===== src/rtl/wb_dsp_arbiter_if.sv =====
// wb_dsp_arbiter_if: one Wishbone link (master drives request, slave drives response)
interface wb_dsp_arbiter_if #(
  parameter int ADDR_WIDTH = 32,
  parameter int DATA_WIDTH = 32
);
  logic                    cyc;
  logic                    stb;
  logic                    we;
  logic [ADDR_WIDTH-1:0]   adr;
  logic [DATA_WIDTH/8-1:0] sel;
  logic [DATA_WIDTH-1:0]   dat_w;
  logic [DATA_WIDTH-1:0]   dat_r;
  logic                    ack;
  logic                    err;
  modport master (output cyc, stb, we, adr, sel, dat_w, input dat_r, ack, err);
  modport slave  (input cyc, stb, we, adr, sel, dat_w, output dat_r, ack, err);
endinterface


===== src/rtl/wb_dsp_arbiter.sv =====
// wb_dsp_arbiter: two-master Wishbone arbiter with cycle lock and per-transfer watchdog
module wb_dsp_arbiter #(
  parameter int ADDR_WIDTH    = 32,
  parameter int DATA_WIDTH    = 32,
  parameter int PRIORITY_MODE = 0,
  parameter int TIMEOUT       = 255,
  parameter int TO_WIDTH      = 8
) (
  input  logic             wb_clk,
  input  logic             wb_rst,
  wb_dsp_arbiter_if.slave  m0,
  wb_dsp_arbiter_if.slave  m1,
  wb_dsp_arbiter_if.master s,
  output logic [1:0]       grant_o
);
  localparam logic [1:0] IDLE = 2'd0;
  localparam logic [1:0] GNT0 = 2'd1;
  localparam logic [1:0] GNT1 = 2'd2;
  localparam logic [TO_WIDTH-1:0] TO_LAST = TO_WIDTH'(TIMEOUT > 0 ? TIMEOUT - 1 : 0);
  logic [1:0]              state, next_state, pick;
  logic                    last_served, to_flag, g0, g1;
  logic                    cyc_mux, stb_mux, we_mux, counting, fire;
  logic [ADDR_WIDTH-1:0]   adr_mux;
  logic [DATA_WIDTH/8-1:0] sel_mux;
  logic [DATA_WIDTH-1:0]   dat_mux;
  logic [TO_WIDTH-1:0]     wd_cnt;
  // owner keeps the bus while its cyc is high; otherwise re-arbitrate in the same cycle
  always_comb begin
    g0 = state == GNT0;
    g1 = state == GNT1;
    pick = (m0.cyc && m1.cyc) ? ((PRIORITY_MODE != 0 || last_served) ? GNT0 : GNT1)
         : m0.cyc ? GNT0 : m1.cyc ? GNT1 : IDLE;
    next_state = (g0 && m0.cyc) ? GNT0 : (g1 && m1.cyc) ? GNT1 : pick;
  end
  // request mux toward the slave and watchdog fire condition
  always_comb begin
    cyc_mux  = g0 ? m0.cyc   : g1 ? m1.cyc   : 1'b0;
    stb_mux  = g0 ? m0.stb   : g1 ? m1.stb   : 1'b0;
    we_mux   = g0 ? m0.we    : g1 ? m1.we    : 1'b0;
    adr_mux  = g0 ? m0.adr   : g1 ? m1.adr   : '0;
    sel_mux  = g0 ? m0.sel   : g1 ? m1.sel   : '0;
    dat_mux  = g0 ? m0.dat_w : g1 ? m1.dat_w : '0;
    counting = cyc_mux && stb_mux && !to_flag && !s.ack && !s.err;
    fire     = TIMEOUT != 0 && counting && wd_cnt == TO_LAST;
  end
  assign s.cyc    = cyc_mux & ~to_flag;
  assign s.stb    = stb_mux & ~to_flag;
  assign s.we     = we_mux;
  assign s.adr    = adr_mux;
  assign s.sel    = sel_mux;
  assign s.dat_w  = dat_mux;
  assign m0.dat_r = g0 ? s.dat_r : '0;
  assign m0.ack   = g0 & s.ack;
  assign m0.err   = g0 & (s.err | to_flag);
  assign m1.dat_r = g1 ? s.dat_r : '0;
  assign m1.ack   = g1 & s.ack;
  assign m1.err   = g1 & (s.err | to_flag);
  // grant state, round-robin history, watchdog counter and its one-cycle error pulse
  always_ff @(posedge wb_clk) begin
    if (wb_rst) begin
      state       <= IDLE;
      last_served <= 1'b1;
      wd_cnt      <= '0;
      to_flag     <= 1'b0;
      grant_o     <= 2'b00;
    end else begin
      state   <= next_state;
      grant_o <= {next_state == GNT1, next_state == GNT0};
      wd_cnt  <= (counting && !fire) ? wd_cnt + 1'b1 : '0;
      to_flag <= fire;
      if (g0 && !m0.cyc) last_served <= 1'b0;
      if (g1 && !m1.cyc) last_served <= 1'b1;
    end
  end
endmodule

===== src/flat_wrapper.sv =====
// flat-port wrapper written by rule: the top's interface ports become plain ports
module wb_dsp_arbiter_flat 
#(
  parameter int ADDR_WIDTH    = 32,
  parameter int DATA_WIDTH    = 32,
  parameter int PRIORITY_MODE = 0,
  parameter int TIMEOUT       = 255,
  parameter int TO_WIDTH      = 8
)
  (wb_clk, wb_rst, grant_o, m0_cyc, m0_stb, m0_we, m0_adr, m0_sel, m0_dat_w, m0_dat_r, m0_ack, m0_err, m1_cyc, m1_stb, m1_we, m1_adr, m1_sel, m1_dat_w, m1_dat_r, m1_ack, m1_err, s_cyc, s_stb, s_we, s_adr, s_sel, s_dat_w, s_dat_r, s_ack, s_err);
  wb_dsp_arbiter_if #(.ADDR_WIDTH(ADDR_WIDTH), .DATA_WIDTH(DATA_WIDTH)) m0_i ();
  wb_dsp_arbiter_if #(.ADDR_WIDTH(ADDR_WIDTH), .DATA_WIDTH(DATA_WIDTH)) m1_i ();
  wb_dsp_arbiter_if #(.ADDR_WIDTH(ADDR_WIDTH), .DATA_WIDTH(DATA_WIDTH)) s_i ();
  input  logic wb_clk;
  input  logic wb_rst;
  output logic [1:0] grant_o;
  input wire logic [$bits(m0_i.cyc)-1:0] m0_cyc;
  input wire logic [$bits(m0_i.stb)-1:0] m0_stb;
  input wire logic [$bits(m0_i.we)-1:0] m0_we;
  input wire logic [$bits(m0_i.adr)-1:0] m0_adr;
  input wire logic [$bits(m0_i.sel)-1:0] m0_sel;
  input wire logic [$bits(m0_i.dat_w)-1:0] m0_dat_w;
  output wire logic [$bits(m0_i.dat_r)-1:0] m0_dat_r;
  output wire logic [$bits(m0_i.ack)-1:0] m0_ack;
  output wire logic [$bits(m0_i.err)-1:0] m0_err;
  input wire logic [$bits(m1_i.cyc)-1:0] m1_cyc;
  input wire logic [$bits(m1_i.stb)-1:0] m1_stb;
  input wire logic [$bits(m1_i.we)-1:0] m1_we;
  input wire logic [$bits(m1_i.adr)-1:0] m1_adr;
  input wire logic [$bits(m1_i.sel)-1:0] m1_sel;
  input wire logic [$bits(m1_i.dat_w)-1:0] m1_dat_w;
  output wire logic [$bits(m1_i.dat_r)-1:0] m1_dat_r;
  output wire logic [$bits(m1_i.ack)-1:0] m1_ack;
  output wire logic [$bits(m1_i.err)-1:0] m1_err;
  output wire logic [$bits(s_i.cyc)-1:0] s_cyc;
  output wire logic [$bits(s_i.stb)-1:0] s_stb;
  output wire logic [$bits(s_i.we)-1:0] s_we;
  output wire logic [$bits(s_i.adr)-1:0] s_adr;
  output wire logic [$bits(s_i.sel)-1:0] s_sel;
  output wire logic [$bits(s_i.dat_w)-1:0] s_dat_w;
  input wire logic [$bits(s_i.dat_r)-1:0] s_dat_r;
  input wire logic [$bits(s_i.ack)-1:0] s_ack;
  input wire logic [$bits(s_i.err)-1:0] s_err;
  assign m0_i.cyc = m0_cyc;
  assign m0_i.stb = m0_stb;
  assign m0_i.we = m0_we;
  assign m0_i.adr = m0_adr;
  assign m0_i.sel = m0_sel;
  assign m0_i.dat_w = m0_dat_w;
  assign m0_dat_r = m0_i.dat_r;
  assign m0_ack = m0_i.ack;
  assign m0_err = m0_i.err;
  assign m1_i.cyc = m1_cyc;
  assign m1_i.stb = m1_stb;
  assign m1_i.we = m1_we;
  assign m1_i.adr = m1_adr;
  assign m1_i.sel = m1_sel;
  assign m1_i.dat_w = m1_dat_w;
  assign m1_dat_r = m1_i.dat_r;
  assign m1_ack = m1_i.ack;
  assign m1_err = m1_i.err;
  assign s_cyc = s_i.cyc;
  assign s_stb = s_i.stb;
  assign s_we = s_i.we;
  assign s_adr = s_i.adr;
  assign s_sel = s_i.sel;
  assign s_dat_w = s_i.dat_w;
  assign s_i.dat_r = s_dat_r;
  assign s_i.ack = s_ack;
  assign s_i.err = s_err;
  wb_dsp_arbiter #(.ADDR_WIDTH(ADDR_WIDTH), .DATA_WIDTH(DATA_WIDTH), .PRIORITY_MODE(PRIORITY_MODE), .TIMEOUT(TIMEOUT), .TO_WIDTH(TO_WIDTH)) u_core (.wb_clk(wb_clk), .wb_rst(wb_rst), .m0(m0_i), .m1(m1_i), .s(s_i), .grant_o(grant_o));
endmodule

===== config.mk =====
export PLATFORM = sky130hd
export DESIGN_NAME = wb_dsp_arbiter_flat
export DESIGN_NICKNAME = d
export VERILOG_FILES = /design/src/rtl/wb_dsp_arbiter_if.sv /design/src/rtl/wb_dsp_arbiter.sv /design/src/flat_wrapper.sv
export SDC_FILE = /design/constraint.sdc
export NUM_CORES = 1
export LEC_CHECK = 0
export ABC_AREA = 0
export BUFFER_PORTS_ARGS = -buffer_cell sky130_fd_sc_hd__buf_2
export CORE_AREA = 2 2 125 127
export CTS_BUF_LIST = sky130_fd_sc_hd__clkbuf_8
export DETAILED_ROUTE_END_ITERATION = 7
export DIE_AREA = 0 0 127 129
export GPL_TIMING_DRIVEN = 0
export REMOVE_ABC_BUFFERS = 1
export SYNTH_ARGS = -nofsm -noshare
export SYNTH_HDL_FRONTEND = slang
export SYNTH_SLANG_ARGS = --single-unit

===== constraint.sdc =====
create_clock -name wb_clk -period 2.3 [get_ports wb_clk]
set_clock_uncertainty 0.1 [all_clocks]
set_input_delay 0.46 -clock wb_clk [delete_from_list [all_inputs] [get_ports wb_clk]]
set_output_delay 0.46 -clock wb_clk [all_outputs]
set_load 0.005 [all_outputs]

==> reports/metrics.csv <==
metric;value;unit
status;finished clean;
timing.critical_path.slowest_cell_delay;0.41;ns
post_synthesis_instance_area;1810;µm²
clock_insertion_delay_worst_skew;0.24;ns
die_width;127;µm
synth_top_cells_by_area;a22o_1, and2_1, dfxtp_1;
ys_warn_count;0;
crit_fanout;51;
detailedRoute.firstIterationViolations;109;
hpwlAfterDp;10.2;mm
final_antenna_net_count;0;
floorplan.io_pins;319;
min_delay_path_depth;2;
total_leakage_power;2.22;nW
ys_ff_latch;14;
gpl.final_weighted_congestion;0.786;
netlist_instances;228;
numClockSinks;14;
detailedPlace.worstSlack;0.184;ns
area_growth_syn_to_layout;104;%
timing.critical_path.to;s_dat_w[30];
dr.pass1.iters;4;
fin_crit;2.13;ns
timing.critical_path.cells;nor2b_4 > buf_12 > a22o_1 > buf_2;
timing.critical_path.required;1.74;ns
crit_path_end_kind;primary output;
timing.critical_path.arrival;1.57;ns
synth-main-ff-cell;dfxtp_1;
grtUsageTotal;12.0;%
slew-limit-headroom;60.3;%
fmax;469;MHz
tritoncts;yes;
initial_utilization;12.1;%
timing.final.setup_violations;0;
synth.largest_area_cell;a22o_1;
top_family_by_delay_on_critical_path;buffers and inverters;
timing.final.crit_share;92.6;%
holdCritPathClass;primary input to register;
yosysSeqAreaShare;15.5;%
vertical_die_dimension;129;µm
cap_viol_max_count;0;
worstRegToRegCells;5;
worstReg2RegStart;u_core.wd_cnt[0];
critical_path.startpoint_type;register;
floorplan_row_count;45;
post_drt_via_cell_ratio;4.13;
via_count_of_the_first_global_routing_pass;2464;
routed_wirelength;11.7;mm
avgRoutedWirePerCell;16.1;µm
place_area;3600;µm²
synth_edf_count;0;
number_of_antenna_violations_at_the_first_check_in_global_routing;3;
r2r_setup_slack;0.83;ns
finish.net_count;716;
die_area;16400;µm²
globalRoute.totalOverflow;0;
core_area;15000;µm²
total_clock_buffers_created_by_cts;3;
postLayoutCellArea;3700;µm²
timing.hold.worst.start;m1_cyc;
cts_hold_buf;0;
grt_pass1_wl;14.9;mm
r2r_end;u_core.wd_cnt[4];
worstSetupStartpoint;u_core.state[1];
syn_area_per_cell;7.95;µm²
power-per-cell-area;282;nW/µm²
finalHoldWorstSlack;0.367;ns
final_layout_size_suffix_gt1_share;63.2;%
cp_num_buf_inv;2;
number_of_port_buffers;318;
ctsLongestPathBuffers;2;
final-max-slew-violation-count;0;
drc;0;
hold_viol_final;0;
rsz0062_at_grt;false;
cts.reportedPaths.clkPinSlew;0.06;ns
worst-slew-pin-transition;0.591;ns
cts.root.buffer_cell;clkbuf_8;
grt_max_degree;52;
max-vdd-ir-drop;154;µV
timing_worst_setup_path_type;register to primary output;
final_critical_path_setup_slack;0.170;ns
vias;2994;
async_flop_share;0;%
critical_path_cell_count;4;
synth_largest_type_area_fraction;33.3;%
h-tree-depth;1;
critical_path.slowest_cell;dfxtp_2;
synth_cell_type_count;31;
==> worst min path at each step <==
stage / to / slack, ns
2_1_floorplan: u_core.last_served / 0.38
3_3_place_gp: u_core.wd_cnt[0] / 0.39
3_5_place_dp: u_core.wd_cnt[0] / 0.39
4_1_cts: u_core.state[0] / 0.36
5_1_grt: u_core.state[0] / 0.39
6_report: u_core.state[0] / 0.37
==> flip-flops by register name (all words and copies together), names as in the netlist <==
| register | cells |
|---|---|
| u_core.state | 2 |
| u_core.grant_o | 2 |
| u_core.wd_cnt | 8 |
| u_core.to_flag | 1 |
| u_core.last_served | 1 |
==> cells by family after synthesis <==
| logic type | share of synthesized area, % |
|---|---|
| AOI/OAI and AO/OA | 38.6 |
| xor gates and xnor gates | 1.45 |
| adders and majority gates | 1.38 |
| buffers and inverters | 7.45 |
| DFF | 15.5 |
| and+or+nand+nor | 35.6 |
==> per-stage QoR <==
step,utilization [%],setup TNS [ns],std cells,total power [mW]
floorplan,-,-287.89,205,0.455
global placement,23.4,-564.13,711,0.805
detailed placement,24.1,0,715,0.809
CTS,24.6,0,722,1.06
global route,24.7,0,724,1.12
finish,24.7,0,725,1.04
==> cell usage after synthesis, drive strengths merged (3+ instances only) <==
cell type / instances
a22o: 69
and2: 66
buf: 20
dfxtp: 14
nor3: 6
o21ai: 6
nor2: 5
and3b: 4
nand3: 4
nor2b: 4
a211oi: 3
clkbuf: 3
nand2b: 3
or3: 3
==> cells in the final DEF (no fill, tap or decap), types with 2 or more instances in the layout <==
| cell | instances |
|---|---|
| a21oi_1 | 2 |
| a211oi_1 | 2 |
| nand2_1 | 2 |
| nor2_1 | 5 |
| and4bb_1 | 2 |
| dfxtp_1 | 12 |
| o21ai_1 | 2 |
| nor2b_4 | 2 |
| o21ai_0 | 4 |
| nor3_1 | 6 |
| clkbuf_8 | 4 |
| buf_2 | 318 |
| a22o_1 | 69 |
| dfxtp_2 | 2 |
| or3_1 | 3 |
| diode_2 | 2 |
| and2_1 | 66 |
| nand3_1 | 3 |
| nor2b_1 | 2 |
| buf_12 | 4 |
| buf_4 | 4 |
| nand2b_1 | 3 |
| ha_1 | 2 |
| xor2_1 | 2 |
| and3b_1 | 4 |
==> area by class of cell <==
type,count,area (µm²)
Tap cell,188,235
Antenna cell,2,5.00
Clock buffer,4,55.1
Sequential cell,14,283
Timing Repair Buffer,326,1700
Fill cell,1694,11300
Multi-Input combinational cell,190,1410
Inverter,1,3.75
==> power by group <==
group | internal, mW | switching, mW | leakage, nW
combinational | 0.304 | 0.248 | 2.08
sequential | 0.248 | 0.00655 | 0.114
clock | 0.151 | 0.0850 | 0.0288
total | 0.704 | 0.339 | 2.22
==> per-layer routing <==
| layer | up-vias | share of wire (%) | track usage [%] |
|---|---|---|---|
| li1 | 1470 | - | - |
| met2 | 169 | 45 | 19.2 |
| met3 | 8 | 14 | 6.69 |
| met5 | - | 0 | 0 |
| met4 | 0 | 0.90 | 1.75 |
| met1 | 1347 | 40 | 14.6 |
==> repair_timing <==
item	in CTS	in global routing
buffers inserted	3	1
hold endpoints to repair	0	0
endpoints found under the setup margin	12	5
pin swaps	0	0
resized for setup	1	1
No activity file was read; power rests on OpenSTA's default activity.
